`src/rtl/mmio_store_sink.sv`:
```
// rtl/mmio_store_sink.sv - store-capture register window with a FIFO drained over a valid/ready port
module mmio_store_sink #(
  parameter logic [31:0] BASE_ADDR = 32'h0000_0100,  // low 4 bits must be zero
  parameter int          DEPTH     = 8               // power of 2, at least 2
) (
  input  logic        clk,
  input  logic        reset,       // asynchronous, active-low
  input  logic [31:0] Adr,
  input  logic [31:0] WriteData,
  input  logic        MemWrite,
  output logic        Sel,
  output logic [31:0] ReadData,
  output logic        out_valid,
  output logic [31:0] out_data,
  input  logic        out_ready,
  output logic        done,
  output logic [31:0] done_code,
  output logic        overflow
);

  localparam int AW = $clog2(DEPTH);

  localparam logic [1:0] OFF_DATA   = 2'd0;
  localparam logic [1:0] OFF_STATUS = 2'd1;
  localparam logic [1:0] OFF_DONE   = 2'd2;
  localparam logic [1:0] OFF_STORES = 2'd3;

  logic [31:0]   mem [DEPTH];
  logic [AW-1:0] wr_ptr;
  logic [AW-1:0] rd_ptr;
  logic [AW:0]   count;
  logic [31:0]   stores;

  logic [1:0] off;
  logic       empty;
  logic       full;
  logic       pop;
  logic       wr_hit;
  logic       push_req;
  logic       push_ok;
  logic       push_drop;
  logic       ovf_clear;
  logic       done_wr;

  // Byte-lane bits are irrelevant: the window is word-addressed.
  logic unused_adr_bits;
  assign unused_adr_bits = ^Adr[1:0];

  // Address decode and FIFO handshake terms.
  always_comb begin
    Sel       = (Adr[31:4] == BASE_ADDR[31:4]);
    off       = Adr[3:2];
    empty     = (count == '0);
    full      = (count == (AW+1)'(DEPTH));
    pop       = !empty && out_ready;
    wr_hit    = MemWrite && Sel;
    push_req  = wr_hit && (off == OFF_DATA);
    // A full FIFO still accepts when the head leaves on the same edge.
    push_ok   = push_req && (!full || pop);
    push_drop = push_req && !push_ok;
    ovf_clear = wr_hit && (off == OFF_STATUS) && WriteData[0];
    done_wr   = wr_hit && (off == OFF_DONE);
  end

  assign out_valid = !empty;
  assign out_data  = mem[rd_ptr];

  // Read mux is side-effect free and reflects current state only.
  always_comb begin
    ReadData = 32'h0;
    if (Sel) begin
      case (off)
        OFF_DATA:   ReadData = {{(31-AW){1'b0}}, count};
        OFF_STATUS: ReadData = {29'b0, overflow, full, empty};
        OFF_DONE:   ReadData = done_code;
        OFF_STORES: ReadData = stores;
        default:    ReadData = 32'h0;
      endcase
    end
  end

  // FIFO storage is deliberately not reset; count alone defines validity.
  always_ff @(posedge clk) begin
    if (push_ok) begin
      mem[wr_ptr] <= WriteData;
    end
  end

  // Pointers and occupancy; pointers wrap naturally since DEPTH is a power of 2.
  always_ff @(posedge clk or negedge reset) begin
    if (!reset) begin
      wr_ptr <= '0;
      rd_ptr <= '0;
      count  <= '0;
    end else begin
      if (push_ok) wr_ptr <= wr_ptr + 1'b1;
      if (pop)     rd_ptr <= rd_ptr + 1'b1;
      case ({push_ok, pop})
        2'b10:   count <= count + 1'b1;
        2'b01:   count <= count - 1'b1;
        default: count <= count;
      endcase
    end
  end

  // Accepted-push counter, wraps at 2^32.
  always_ff @(posedge clk or negedge reset) begin
    if (!reset) begin
      stores <= 32'h0;
    end else if (push_ok) begin
      stores <= stores + 32'h1;
    end
  end

  // Sticky overflow; set and clear can never coincide since they use different offsets.
  always_ff @(posedge clk or negedge reset) begin
    if (!reset) begin
      overflow <= 1'b0;
    end else if (push_drop) begin
      overflow <= 1'b1;
    end else if (ovf_clear) begin
      overflow <= 1'b0;
    end
  end

  // Sticky done flag; later DONE writes only refresh the code.
  always_ff @(posedge clk or negedge reset) begin
    if (!reset) begin
      done      <= 1'b0;
      done_code <= 32'h0;
    end else if (done_wr) begin
      done      <= 1'b1;
      done_code <= WriteData;
    end
  end

endmodule

```
`config.mk`:
```
export PLATFORM = sky130hd
export DESIGN_NAME = mmio_store_sink
export DESIGN_NICKNAME = d
export VERILOG_FILES = /design/src/rtl/mmio_store_sink.sv
export SDC_FILE = /design/constraint.sdc
export NUM_CORES = 1
export LEC_CHECK = 0
export CAP_MARGIN = 40
export CELL_PAD_IN_SITES_DETAIL_PLACEMENT = 0
export CELL_PAD_IN_SITES_GLOBAL_PLACEMENT = 1
export CORE_ASPECT_RATIO = 0.8
export CORE_MARGIN = 3
export CORE_UTILIZATION = 43
export DETAILED_ROUTE_END_ITERATION = 6
export PLACE_DENSITY_LB_ADDON = 0.1
export SYNTH_ARGS = -nofsm -noshare
export SYNTH_HDL_FRONTEND = slang
export SYNTH_SLANG_ARGS = --single-unit
```
`constraint.sdc`:
```
create_clock -name clk -period 3.7 [get_ports clk]
set_clock_uncertainty 0.1 [all_clocks]
set_input_delay 0.74 -clock clk [delete_from_list [all_inputs] [get_ports clk]]
set_output_delay 0.74 -clock clk [all_outputs]
set_load 0.01 [all_outputs]
```
# After elaboration in Yosys (flattened, before gate mapping)
# Memory sizes are Yosys's and may differ from the RTL's.
# Index checks and enable logic that the tools add are counted.
# word_totals
register_bits	76
ram_bits	256
inputBits	68
mem_count	1
# classes
add_sub_neg	5
n_eq_ne	7
mux	7
n_reduce_logical	16
# mem_list
memory	words	width	read_ports	rd_clocked_by_memory_dff	wr	line_no	rtl
mem	8	32	1	0	1	28	logic [31:0] mem [DEPTH];
# op_table
op	count
$pmux W32 S4	1
$add A32 B1 Y32 const B	1
$mux W32	1
$eq A28 B5 Y1 const B	1
$logic_and A1 B1 Y1	8
$pmux W4 S2	1
$add A3 B1 Y3 const B	2
$eq A2 B2 Y1 const B	3
$add A4 B1 Y4 const B	1
$eq A2 B1 Y1 const B	2
$eq A4 B4 Y1 const B	1
$logic_not A4 Y1	1
$mux W1	4
$reduce_bool A2 Y1	2
$sub A4 B1 Y4 const B	1
$logic_not A1 Y1	3
$logic_not A2 Y1	1
$logic_or A1 B1 Y1	1

# Logic depth before layout (Yosys ltp)
# logic_depth
ltp_word	8
depth_mapped	12
mapped_depth_nobuf	11

# Worst setup path after synthesis
# No wires, ideal clock.
# synth_path
kind	input to register
from	input Adr[14]
to	memory mem[0][0], enable pin
setup_ns	0.461
arrival_time_ns	4.153
setup_slack_ns	-1.014
path_stages	7
n_path_buf	1
cell_sequence	nor4_2 nand2_1 or2_0 clkbuf_1 nor3_1 nand2b_1 nor3_1
# synth_between
elab_chain_len	6
# synth_rtl
element	line_no	rtl
start: declaration	8	input logic [31:0] Adr,
$eq A28 B5 Y1	51	Sel = (Adr[31:4] == BASE_ADDR[31:4]);
$logic_and A1 B1 Y1	56	wr_hit = MemWrite && Sel;
$logic_and A1 B1 Y1	57	push_req = wr_hit && (off == OFF_DATA);
$logic_and A1 B1 Y1	59	push_ok = push_req && (!full || pop);
$mux W1	84	if (push_ok) begin
$mux W1 (implied by the code)	85	mem[wr_ptr] <= WriteData;
end: declaration	28	
# No other way between the ends.

# Final worst setup path
# layout_path
from	input Adr[23]
to	output ReadData[16]
# layout_between
elab_chain_len	2
# layout_rtl
element	line_no	rtl
$eq A28 B5 Y1	51	
$mux W32	71	if (Sel) begin
end: declaration	12	output logic [31:0] ReadData,
# No other way between the ends.

==> metrics.md <==
| Metric | Value |
|---|---|
| Worst path required time | `2.86 ns` |
| Max Clk Rate | `278.7 MHz` |
| Clock latency on the worst-skew pair | `0.50 ns` |
| Final WL | `~32000 µm` |
| Final Max Slew Viols | `0` |
| Core ar. | `30950 µm²` |
| Cell taking the most area after synthesis | `edfxtp_1` |
| Post-Syn Area | `13780 µm²` |
| Synth Flop Type | `edfxtp_1` |
| DRT iter0 DRCs | `473` |
| Fillers | `2346` |
| # clock sinks | `between 300 and 400` |
| Net count, final | `1026` |
| Leakage power | `6.620 nW` |
| Slew margin rel. | `52.71%` |
| H-tree depth | `2` |
| DIE HEIGHT | `roughly 170 µm` |
| DR WL/cell | `23.40 µm` |
| Synthesized area per cell | `~19 µm²` |
| Gr usage total | `19.10%` |
| ANT nets after route | `0` |
| Cell variety after synth | `between 50 and 60` |
| Die width | `about 200 µm` |
| Worst min-delay path category | `register to register` |
| Footprint of the multi-input gates | `about 4100 µm²` |
| Vias | `7473` |
| Antenna diode count | `0` |
| DRT Pass-1 Iters | `4` |
| Row count | `57` |
| # port buffers | `165` |
| Clk slew on worst S/H paths | `0.06 ns` |
| Arrival time at the worst endpoint | `2.75 ns` |
| WS Path Type | `input pin to output port` |
| Via density | `5.380` |
| Maxcap violations | `0` |
| #FFs+latches synth | `332` |
| YS warnings | `0` |
| GRT Residual Overflow | `0` |
| PD cells | `around 590 nW/µm²` |
| Vias in the first global route | `a little over 8000` |
| Largest net degree at the start of global routing | `57` |
| Crit-path max FO | `18` |
| Clk buf depth | `3` |
| CTS Root Buffer Type | `clkbuf_16` |
| Async SR Flop Fraction | `between 20% and 30%` |
| Die area | `34240 µm²` |
| Final setup vio count | `0` |
| Remaining DRCs | `0` |
| Initial antenna violation count | `1` |
| RePlAce Congestion | `0.8454` |
| Outcome | `completed` |
| Top Ports | `168` |
| Fin util | `57.14%` |
| Max VDD drop | `0.2709 mV` |
| Dpl hpwl | `21350 µm` |
| Starting Density | `between 40 and 50%` |
| CTS buffer count | `35` |
| Sequential cell area | `9595 µm²` |
| Slew at the pin closest to its max-slew limit | `0.7029 ns` |
| Synth top area share | `55.80%` |
| Synthesis-to-layout area growth | `28.38%` |
| Post-synth EDFFs | `256` |
| Top post-synthesis cells by area | `edfxtp_1, dfrtp_1, mux4_2` |
| Most frequent cell after synthesis | `edfxtp_1` |
| Fin crit share | `96.96%` |
| Most common library cells after synthesis | `edfxtp_1, dfrtp_1, mux4_2` |
| Post-Syn Instances | `732` |
| First-pass GRT wire length | `49660 µm` |
| Nature of the critical path startpoint | `input pin` |
| TNS Setup | `0 ns` |
| Worst Setup End Kind | `output port` |
| Hold Vio Cnt, Final | `0` |
| Post-layout min period | `3.587 ns` |
| Layout cells sized above 1 | `27.46%` |
| CTS tree | `yes` |
| Register area share after synthesis | `between 60% and 70%` |
| Mapped Nets | `around 800` |
[report_power, final]
part	leakage [nW]	switching (mW)	internal (mW)	total, mW
combinational	2.70	1.11	1.51	2.62
sequential	3.33	0.0858	4.07	4.15
clock	0.588	1.38	2.26	3.63
[final timing paths]
kind | slack [ns] | cells past startpoint | end | startpoint
max | 0.11 | 7 | ReadData[16] | Adr[23]
min | 0.39 | 1 | done | done
max reg2reg | 1.08 | 6 | stores[26] | stores[6]
min reg2reg | 0.39 | 1 | done | done
max in group asynchronous | 2.24 | 4 | done_code[3] | reset
min in group asynchronous | 0.50 | 2 | done_code[29] | reset
[sequential cells by signal (all words and copies together) (netlist names)]
signal     cells
mem          256
overflow       1
wr_ptr         3
count          4
rd_ptr         3
done           1
done_code     32
stores        32
[metal layers]
metal / wire length [µm] / share of wire [%] / global-route usage, % / vias to the layer above
met3: 1986 / 6.1 / 3.841 / 35
met1: 15590 / 48 / 29.82 / 3881
met2: 14480 / 45 / 28.25 / 236
li1: - / - / - / 3321
met4: 443 / 1.4 / 3.628 / 0
met5: 0 / 0 / 0 / -
[kinds of logic (layout without fill, tap and decap cells)]
logic type | after synthesis | count (layout) | share of synthesized area (%)
AOI/OAI and AO/OA | 9 | 9 | 0.4904
buffers and inverters | 40 | 284 | 1.417
and+or+nand+nor | 143 | 143 | 6.158
muxes | 164 | 164 | 19.32
DFF | 332 | 332 | 69.60
adders and majority gates | 6 | 6 | 0.5994
xor gates and xnor gates | 38 | 38 | 2.416
[metrics by stage]
stage | instance area, µm² | std cells | hold slack (ns) | total power, mW | worst slack (ns)
after detailed placement | 16400 | 1323 | 0.3666 | 6.864 | 0.05165
final | 17690 | 1389 | 0.3862 | 10.40 | 0.1125
after global placement | 16380 | 1322 | 0.3582 | 6.827 | 0.07794
after CTS | 17630 | 1387 | 0.3899 | 10.53 | 0.05074
after floorplan | 13790 | 732 | 0.3444 | 5.772 | -0.1584
after global routing | 17690 | 1389 | 0.4092 | 10.85 | -0.0005309
[cell usage in the layout, fill, tap and decap left out, drive strengths merged, types with 3 or more instances in the layout]
cell	n
ha	5
nand3	15
clkbuf	43
dlymetal6s2s	14
inv	9
nand2b	4
mux2	68
edfxtp	256
nand4	11
nor4	10
clkdlybuf4s50	149
nand2	23
clkinv	9
and4	5
xor2	12
nor3	6
buf	51
mux2i	30
xnor2	26
mux4	66
and3	11
dfrtp	76
nor2	48
bufinv	6
o21ai	3
[layout make-up]
class | instances | share of cell area [%]
Clock buffer | 43 | 5.412
Clock inverter | 18 | 1.387
Inverter | 8 | 0.1698
Multi-Input combinational cell | 360 | 22.98
Sequential cell | 332 | 54.25
Tap cell | 413 | 2.922
Timing Repair Buffer | 215 | 12.87
[worst max-delay path, cell delays in order]
cell and delay, ns:
clkdlybuf4s50_1 0.45, nor4_4 0.30, and3_4 0.25, nand3_2 0.11
buf_12 0.20, nor2_1 0.13, clkdlybuf4s50_1 0.56
[what timing repair did]
| action | 4_1_cts | 5_1_grt |
|---|---|---|
| resized for setup | 0 | 15 |
| endpoints found under the setup margin | 1 | 28 |
| hold endpoints to repair | 8 | 0 |
| pin swaps | 0 | 2 |
| hold buffers | 1 | 0 |
| setup buffers | 2 | 2 |
No activity file was read; power rests on OpenSTA's default activity.
